<file path="src/rtl/signed_seq_multiplier.sv">
// Sequential signed multiplier: magnitude shift-and-add, one multiplier bit per clock, then a sign-fix cycle.
// Define SIGNED_MULT_EARLY_EXIT_EN to leave RUN as soon as the remaining multiplier bits are all zero.
module signed_seq_multiplier #(
    parameter int WIDTH = 4
) (
    input  logic                 clk,
    input  logic                 rst,
    input  logic                 start,
    input  logic [WIDTH-1:0]     a,
    input  logic [WIDTH-1:0]     b,
    output logic                 busy,
    output logic                 done,
    output logic [2*WIDTH-1:0]   product
);

    localparam int PW = 2 * WIDTH;
    localparam int CW = (WIDTH > 2) ? $clog2(WIDTH) : 1;

    typedef enum logic [1:0] {
        IDLE = 2'd0,
        RUN  = 2'd1,
        FIX  = 2'd2
    } state_t;

    state_t           state;
    state_t           state_next;

    logic [PW-1:0]    acc;
    logic [PW-1:0]    mcand;
    logic [WIDTH-1:0] mplier;
    logic [CW-1:0]    count;
    logic             neg;

    logic [WIDTH-1:0] mag_a;
    logic [WIDTH-1:0] mag_b;
    logic             run_last;

    // The most negative value negates to itself, which read unsigned is exactly its magnitude.
    assign mag_a = a[WIDTH-1] ? -a : a;
    assign mag_b = b[WIDTH-1] ? -b : b;

`ifdef SIGNED_MULT_EARLY_EXIT_EN
    assign run_last = (count == CW'(WIDTH - 1)) || (mplier[WIDTH-1:1] == '0);
`else
    assign run_last = (count == CW'(WIDTH - 1));
`endif

    assign busy = (state != IDLE);

    always_ff @(posedge clk) begin
        if (rst) begin
            state <= IDLE;
        end else begin
            state <= state_next;
        end
    end

    always_comb begin
        state_next = state;
        case (state)
            IDLE: begin
                if (start) begin
                    state_next = RUN;
                end
            end
            RUN: begin
                if (run_last) begin
                    state_next = FIX;
                end
            end
            FIX: begin
                state_next = IDLE;
            end
            default: begin
                state_next = IDLE;
            end
        endcase
    end

    always_ff @(posedge clk) begin
        if (rst) begin
            acc     <= '0;
            mcand   <= '0;
            mplier  <= '0;
            count   <= '0;
            neg     <= 1'b0;
            done    <= 1'b0;
            product <= '0;
        end else begin
            done <= 1'b0;
            case (state)
                IDLE: begin
                    if (start) begin
                        acc    <= '0;
                        mcand  <= {{WIDTH{1'b0}}, mag_a};
                        mplier <= mag_b;
                        count  <= '0;
                        neg    <= a[WIDTH-1] ^ b[WIDTH-1];
                    end
                end
                RUN: begin
                    // Magnitudes never exceed 2^(WIDTH-1), so the sum cannot carry out of PW bits.
                    if (mplier[0]) begin
                        acc <= acc + mcand;
                    end
                    mcand  <= mcand << 1;
                    mplier <= mplier >> 1;
                    count  <= count + CW'(1);
                end
                FIX: begin
                    product <= neg ? -acc : acc;
                    done    <= 1'b1;
                end
                default: begin
                end
            endcase
        end
    end

endmodule

</file>
<file path="config.mk">
export PLATFORM = sky130hd
export DESIGN_NAME = signed_seq_multiplier
export DESIGN_NICKNAME = d
export VERILOG_FILES = /design/src/rtl/signed_seq_multiplier.sv
export SDC_FILE = /design/constraint.sdc
export NUM_CORES = 1
export LEC_CHECK = 0
export BUFFER_PORTS_ARGS = -buffer_cell sky130_fd_sc_hd__buf_2
export CAP_MARGIN = 20
export CELL_PAD_IN_SITES_DETAIL_PLACEMENT = 1
export CELL_PAD_IN_SITES_GLOBAL_PLACEMENT = 2
export CORE_MARGIN = 3
export CORE_UTILIZATION = 32
export DETAILED_ROUTE_END_ITERATION = 7
export PLACE_DENSITY = 0.75
export SLEW_MARGIN = 10
export SYNTH_ARGS = -nofsm -noshare
export SYNTH_HDL_FRONTEND = slang
export SYNTH_SLANG_ARGS = --single-unit
</file>
<file path="constraint.sdc">
create_clock -name clk -period 3 [get_ports clk]
set_input_delay 0.6 -clock clk [delete_from_list [all_inputs] [get_ports clk]]
set_output_delay 0.6 -clock clk [all_outputs]
set_load 0.02 [all_outputs]
</file>
==> impl_results.md, run 1 <==
* Worst min-delay path startpoint: mplier[0]$_SDFFE_PP0P_
* Pin count of the biggest net entering global routing at 39
* CTS clk-pin slew, worst paths at approximately 0.07 ns
* Sequential fraction of the synthesis area at between 30% and 40%
* Global-route wire length before repair at 6960 um
* Worst r2r path cells at 6
* Sum Neg Setup Slack at 0 ns
* Post-Synth Adder-Cell Area at under 10%
* Worst r2r dst: acc[7]$_SDFFE_PP0P_
* Crit path max-delay family: simple AND/OR/NAND/NOR gates
* Final Cycle Share at just over 70%
* GR Util met1 at 16.6%
* Clock Path Buffers at 2
* Via/cell ratio at roughly 5.0
* # rows at 26
* Initial antenna violation count at 0
* M2 GR Usage at 23.6%
* Ys flop type: dfxtp_1
* Number of global-route vias before repair at between 1000 and 1500
* Hold buffer count at CTS at 0
* Max Cap Violations at 0
* Worst Clk Skew at 0.00809 ns
* Met3 Use GR at between 3 and 4%
* Cts bufs inserted at 5
* Critical Path RT at ~3.2 ns
* Cell Area, Synth at 1810 um2
* Residual DRC at 0
* Antenna Cells at 0
* Crit path buffers/inverters at 0
* Multiplexer area fraction after synthesis at 2.84%
* Clk Latency, worst-skew pair at about 0.28 ns
* DR pass1 iterations at 4
* H-tree Lvls at 2
* Slew HR at ~54%
* CTS tree: built
* CP Cell Sequence: ha_1, a211oi_2, nor3_1, or4_1, nand3_1, mux2_1
* Netlist cell types at 39
* Post-DRT Antenna Nets at 0
* Share of layout cells above drive strength 1 at roughly 14%
* Clock Power Share at 38.2%
* Total leakage power at roughly 0.00085 uW
* GR peak layer: met2
* Slew @ Worst Pin at approximately 0.7 ns
* XOR/XNOR share of the synthesized area at approximately 5.8%
* Wire length per cell at around 13 um
* Initial Util at between 30% and 40%
* PwrDens at 445 nW/um2
* HP Class: reg2reg
* Synth area leader: dfxtp_1
* Max stage delay on crit path at roughly 0.47 ns
* Flop pwr share at between 50% and 60%
* Max FO, Critical Path at 6
* Reg-to-reg startpoint: acc[1]$_SDFFE_PP0P_
* Post-Synth Simple-Gate Area at 22.6%
* Fin. Hold Viols at 0
* Die H at roughly 80 um
* Layout Nets at 251
* Synth Warn # at 0
* Max VDD drop at around 0.00013 V
* Final setup viols at 0
* Slew Limit Fails at 0
* Critical path arrival at approximately 2.3 ns
* Crit path time final at about 2.1 ns
* Crit Path Class: reg2reg
* Global route overflow at 0
* EDFF count, synth at 0
* Top cells by area, synth: dfxtp_1, ha_1, nor2_1, a21oi_1, a211oi_1
* Register-to-register setup slack at about 0.86 ns
* Detailed-route via count at 1492
* Fmax at about 0.47 GHz
* Yosys reg bits at 34
* Slowest-stage cell, CP: or4_1
* Initial DRC count at 26
* Setup crit end kind: flip-flop
* CTS root buf: clkbuf_8
* Avg Inst Size Synth at 8.56 um2
* Clock Sinks at 34
* Syn_nets at roughly 230
* GRT Total Usage at 13.7%
* Synth Area in Compound Gates at 17.8%
* Status: finished, final reports clean
* Post-synthesis async set-or-reset flop share at 0%
* HPWL Detailed at 2890 um
* Post-CTS sizing at 0
* Die span in x at between 80 and 90 um
* Placer Congestion at 0.811
* Post-synth top area share at between 30% and 40%
* Sink of the worst hold path: mplier[0]$_SDFFE_PP0P_
* # Post-CTS Setup Buffers at 0
* Area grow syn2layout at 13.2%
* Switching power at about 230 uW
* CORE AREA at approximately 5300 um2
* CP Launch Type: flip-flop
* Post-Syn Instances at ~210
* Switch share at 25.2%
* Unrepaired setup endpoints after global routing: false
* Hold depth at 2
* Total power at ~910 uW
* Io pins at 21
* Pint at between 600 and 700 uW
* Die ar. at between 6000 and 7000 um2
* Drt total wl at roughly 3900 um
* Largest family of logic cells by synthesized area: simple AND/OR/NAND/NOR gates
* Logic pwr share at approximately 10%
* IO buf count at 20
[cell usage in the layout, fill, tap and decap left out, types with 2 or more instances in the layout]
cell type	instances
dfxtp_1	34
nor2_1	32
buf_2	20
a21oi_1	15
nand2_1	12
ha_1	11
nand3_1	10
a211oi_1	9
nor2b_1	8
inv_1	7
xnor2_1	6
xor2_1	6
clkbuf_8	6
a22oi_1	5
o21ai_0	5
a221oi_1	5
mux2i_1	4
nand2b_1	3
nor3b_1	3
o31ai_1	3
or3_1	2
nand3b_1	2
or4_1	2
buf_4	2
[area by class of cell]
type	instances	area (um2)
clock buffers	7	86.3
inverters	7	26.3
fillers	655	3220
clock inverters	1	5.00
multi-input cells	158	1040
well taps	70	87.6
repair buffers	22	115
flip-flops and latches	34	681
[worst register-to-register path, delay by kind of cell (launching register included)]
family / cells / cell delay (ns)
flops: 1 / 0.45
compound gates: 1 / 0.29
mux: 1 / 0.31
simple gates: 3 / 0.68
fa+ha+maj: 1 / 0.30
[layer usage]
metal  part of all wire (%)  wire, um
met1                     48      1850
met2                     46      1790
met3                    4.9       188
met4                    1.3        51
met5                      0         0
[registers in the layout (all words and copies together), names as in the netlist]
register / cells
neg: 1
state: 2
acc: 8
mcand: 8
product: 8
count: 2
mplier: 4
done: 1
[how the worst max path moves through the flow]
stage	start	end	cells after the start
after global placement	acc[1]$_SDFFE_PP0P_	acc[7]$_SDFFE_PP0P_	6
after floorplan	acc[1]$_SDFFE_PP0P_	acc[7]$_SDFFE_PP0P_	6
after CTS	acc[1]$_SDFFE_PP0P_	acc[7]$_SDFFE_PP0P_	6
after global routing	acc[1]$_SDFFE_PP0P_	acc[7]$_SDFFE_PP0P_	6
final	acc[1]$_SDFFE_PP0P_	acc[7]$_SDFFE_PP0P_	6
after detailed placement	acc[1]$_SDFFE_PP0P_	acc[7]$_SDFFE_PP0P_	6
[power by group through the flow]
stage	logic [uW]	registers (uW)	clock network [uW]
finish	89.1	474	348
global route	106	476	380
CTS	91.6	474	362
detailed placement	91.4	485	0
global placement	91.1	484	0
floorplan	68.9	479	0
[per-stage QoR]
stage	utilization, %	hold slack (ns)	std cells	setup WS (ns)	cell area [um2]
2_1_floorplan	-	0.445	211	1.01	1810
3_3_place_gp	37.1	0.461	291	0.887	1950
3_5_place_dp	37.1	0.464	291	0.857	1950
4_1_cts	38.8	0.474	299	0.852	2050
5_1_grt	38.8	0.488	299	0.720	2050
6_report	38.8	0.469	299	0.856	2050
[synth_stat cells (all sizes together), types with 3 or more instances]
cell,number
clkbuf,8
a211oi,10
nor2,32
a21oi,15
nand3,10
nand2b,3
o31ai,3
xnor2,6
ha,11
nor3b,3
a221oi,5
dfxtp,34
a22oi,5
mux2i,4
nand2,12
xor2,6
nor2b,9
o21ai,6
buf,4
inv,7
[cell families after synthesis]
group                      after synthesis
buffers and inverters                   19
AOI/OAI and AO/OA                       48
and+or+nand+nor                         81
muxes                                    5
adders and majority gates               12
xor gates and xnor gates                12
DFF                                     34
Note: power is estimated with default switching activity, not from simulation.
==> inputs of run 2 (changes only) <==
--- a/config.mk
+++ b/config.mk
@@ -10,9 +10,9 @@
 export CELL_PAD_IN_SITES_DETAIL_PLACEMENT = 1
 export CELL_PAD_IN_SITES_GLOBAL_PLACEMENT = 2
 export CORE_MARGIN = 3
-export CORE_UTILIZATION = 32
+export CORE_UTILIZATION = 31
 export DETAILED_ROUTE_END_ITERATION = 7
-export PLACE_DENSITY = 0.75
+export PLACE_DENSITY = 0.76
 export SLEW_MARGIN = 10
 export SYNTH_ARGS = -nofsm -noshare
 export SYNTH_HDL_FRONTEND = slang
==> constraint.sdc (replaced) <==
create_clock -name clk -period 1.92 [get_ports clk]
set_input_delay 0.384 -clock clk [delete_from_list [all_inputs] [get_ports clk]]
set_output_delay 0.384 -clock clk [all_outputs]
set_load 0.02 [all_outputs]
==> impl_results.md, run 2 (synthesis gave the netlist of run 1 again) <==
* Setup crit end kind: flip-flop
* HP Class: in2reg
* Commonest non-fill, non-tap cell in the layout: nor2_1
* Global-route wire length before repair at 7460 um (+7.1%)
* Die span in x at 82.3 um (+1.5%)
* Number of global-route vias before repair at 1588 (+5.9%)
* Finished Core Util at 40.9% (+2.1 points)
* Share of layout cells above drive strength 1 at 26.5% (+13 points)
* Max FO, Critical Path at 2 (-4)
* Setup ws final at 0.0222 ns (-0.833 ns)
* Non-Filler Instances at 321 (+7.4%)
* DR pass1 iterations at 4 (unchanged)
* Most frequent cells in the layout: nor2_1, dfxtp_1, buf_4
* Initial antenna violation count at 0 (unchanged)
* IO buf count at 20 (unchanged)
* Slew HR at 66.8% (+13 points)
* Post-DRT Antenna Nets at 0 (unchanged)
* CTS tree: built
* CORE AREA at 5570 um2 (+5.8%)
* CP Launch Type: flip-flop
* Global route overflow at 0 (unchanged)
* Area grow syn2layout at 26.2%
* H-tree Lvls at 2 (unchanged)
* CTS root buf: clkbuf_8
* Initial DRC count at 73 (+180%)
* Fin. Hold Viols at 0 (unchanged)
* # rows at 27 (+3.8%)
* Clk Latency, worst-skew pair at 0.29 ns (about the same)
* Max Cap Violations at 0 (unchanged)
* Dpl ws at -0.0373 ns (-0.894 ns)
* CTS clk-pin slew, worst paths at 0.07 ns (about the same)
* Initial Util at 32.4% (-1.9 points)
* Clock Path Buffers at 2 (unchanged)
* Die H at 82.3 um (+1.5%)
* Slew @ Worst Pin at 0.496 ns (-0.190 ns)
* Detailed-route via count at 1568 (+5.1%)
* Area occupied by multi-input gates at 1120 um2 (+7.7%)
* Status: finished, final reports clean
* Worst Clk Skew at 0.00863 ns (+0.000541 ns)
* Crit path time final at 1.90 ns (-0.247 ns)
* Crit Path Class: reg2reg
* Placer Congestion at 0.789 (-2.8%)
* HPWL Detailed at 3210 um (+11%)
* Slew Limit Fails at 0 (unchanged)
* Worst hold margin at 0.359 ns (-0.110 ns)
* Via/cell ratio at 4.88 (-2.1%)
* Critical path arrival at 2.08 ns (-0.23 ns)
* Max VDD drop at 0.000220 V (+68%)
* Final Cycle Share at 98.8% (+27 points)
* Critical Path RT at 2.10 ns (-1.07 ns)
* Pin count of the biggest net entering global routing at 22 (-44%)
* PwrDens at 633 nW/um2 (+42%)
* Layout Nets at 271 (+8.0%)
* Die ar. at 6780 um2 (+3.0%)
* Hold buffer count at CTS at 0 (unchanged)
* Io pins at 21 (unchanged)
* Placed Instances at 312 (+7.2%)
* Total leakage power at 0.000963 uW (+13%)
* FF/Latch Area at 684 um2 (+0.55%)
* Residual DRC at 0 (unchanged)
* Clock Sinks at 34 (unchanged)
* Final setup viols at 0 (unchanged)
* Drt total wl at 4220 um (+8.9%)
* Antenna Cells at 0 (unchanged)
* Top flop regs: acc: 8 flops, mcand: 8 flops, product: 8 flops
* Fmax at 0.527 GHz (+13%)
* Fill cells at 667 (+1.8%)
* GRT Total Usage at 14.4% (+0.70 points)
* Cts bufs inserted at 5 (unchanged)
* Wire length per cell at 13.1 um (+1.4%)
* Unrepaired setup endpoints after global routing: true
* Sum Neg Setup Slack at 0 ns (unchanged)
## run 2: cell count changes in the layout (fill, tap and decap cells not counted), moves of 2 or more
cell     before  now
a21oi_1      15   13
a21oi_2       0    2
buf_4         2   22
dfxtp_1      34   31
dfxtp_2       0    3
ha_1         11    7
ha_4          0    3
## run 2: area by class of cell
cell class / count / area share [%]
inverters: 7 / 1.15
well taps: 72 / 3.95
clock inverters: 3 / 0.933
clock buffers: 5 / 3.02
repair buffers: 42 / 11.6
flip-flops and latches: 34 / 30.0
multi-input cells: 158 / 49.3
## run 2: timing repair
action | 4_1_cts | 5_1_grt
setup endpoints to repair | 2 | 3
buffers inserted | 0 | 1
pin swaps | 2 | 3
resized for setup | 5 | 10
## run 2: routing by layer
layer	part of all wire, %	up-vias	GRT usage (%)
li1	-	821	-
met1	48	716	17.6
met2	46	24	24.2
met3	3.9	7	3.90
met4	1.5	0	4.98
met5	0	-	0
## run 2: where the power goes
part / switching [uW] / internal [uW]
registers: 16.6 / 723
logic: 97.3 / 70.6
clock network: 283 / 255
total: 397 / 1050
## run 2: worst paths after layout
path | slack [ns] | endpoint | from | cells past startpoint
setup reg to reg | 0.02 | acc[7]$_SDFFE_PP0P_ | acc[1]$_SDFFE_PP0P_ | 6
setup / recovery | 0.02 | acc[7]$_SDFFE_PP0P_ | acc[1]$_SDFFE_PP0P_ | 6
hold reg to reg | 0.48 | mcand[4]$_SDFFE_PP0P_ | mcand[3]$_SDFFE_PP0P_ | 2
hold / removal | 0.36 | mcand[0]$_SDFFE_PP0P_ | a[0] | 3
## run 2: critical path, cell delays in order (launching register included)
cell,delay [ns]
dfxtp_2,0.34
ha_4,0.25
a211oi_4,0.25
nor3_2,0.08
or4_4,0.48
nand3_2,0.09
mux2_1,0.31
## run 2: stage by stage
step	cell area (um2)	total power, uW
final	2280	1440
after global routing	2280	1540
after CTS	2220	1470
after detailed placement	2120	921
after global placement	2120	919
after floorplan	1820	858
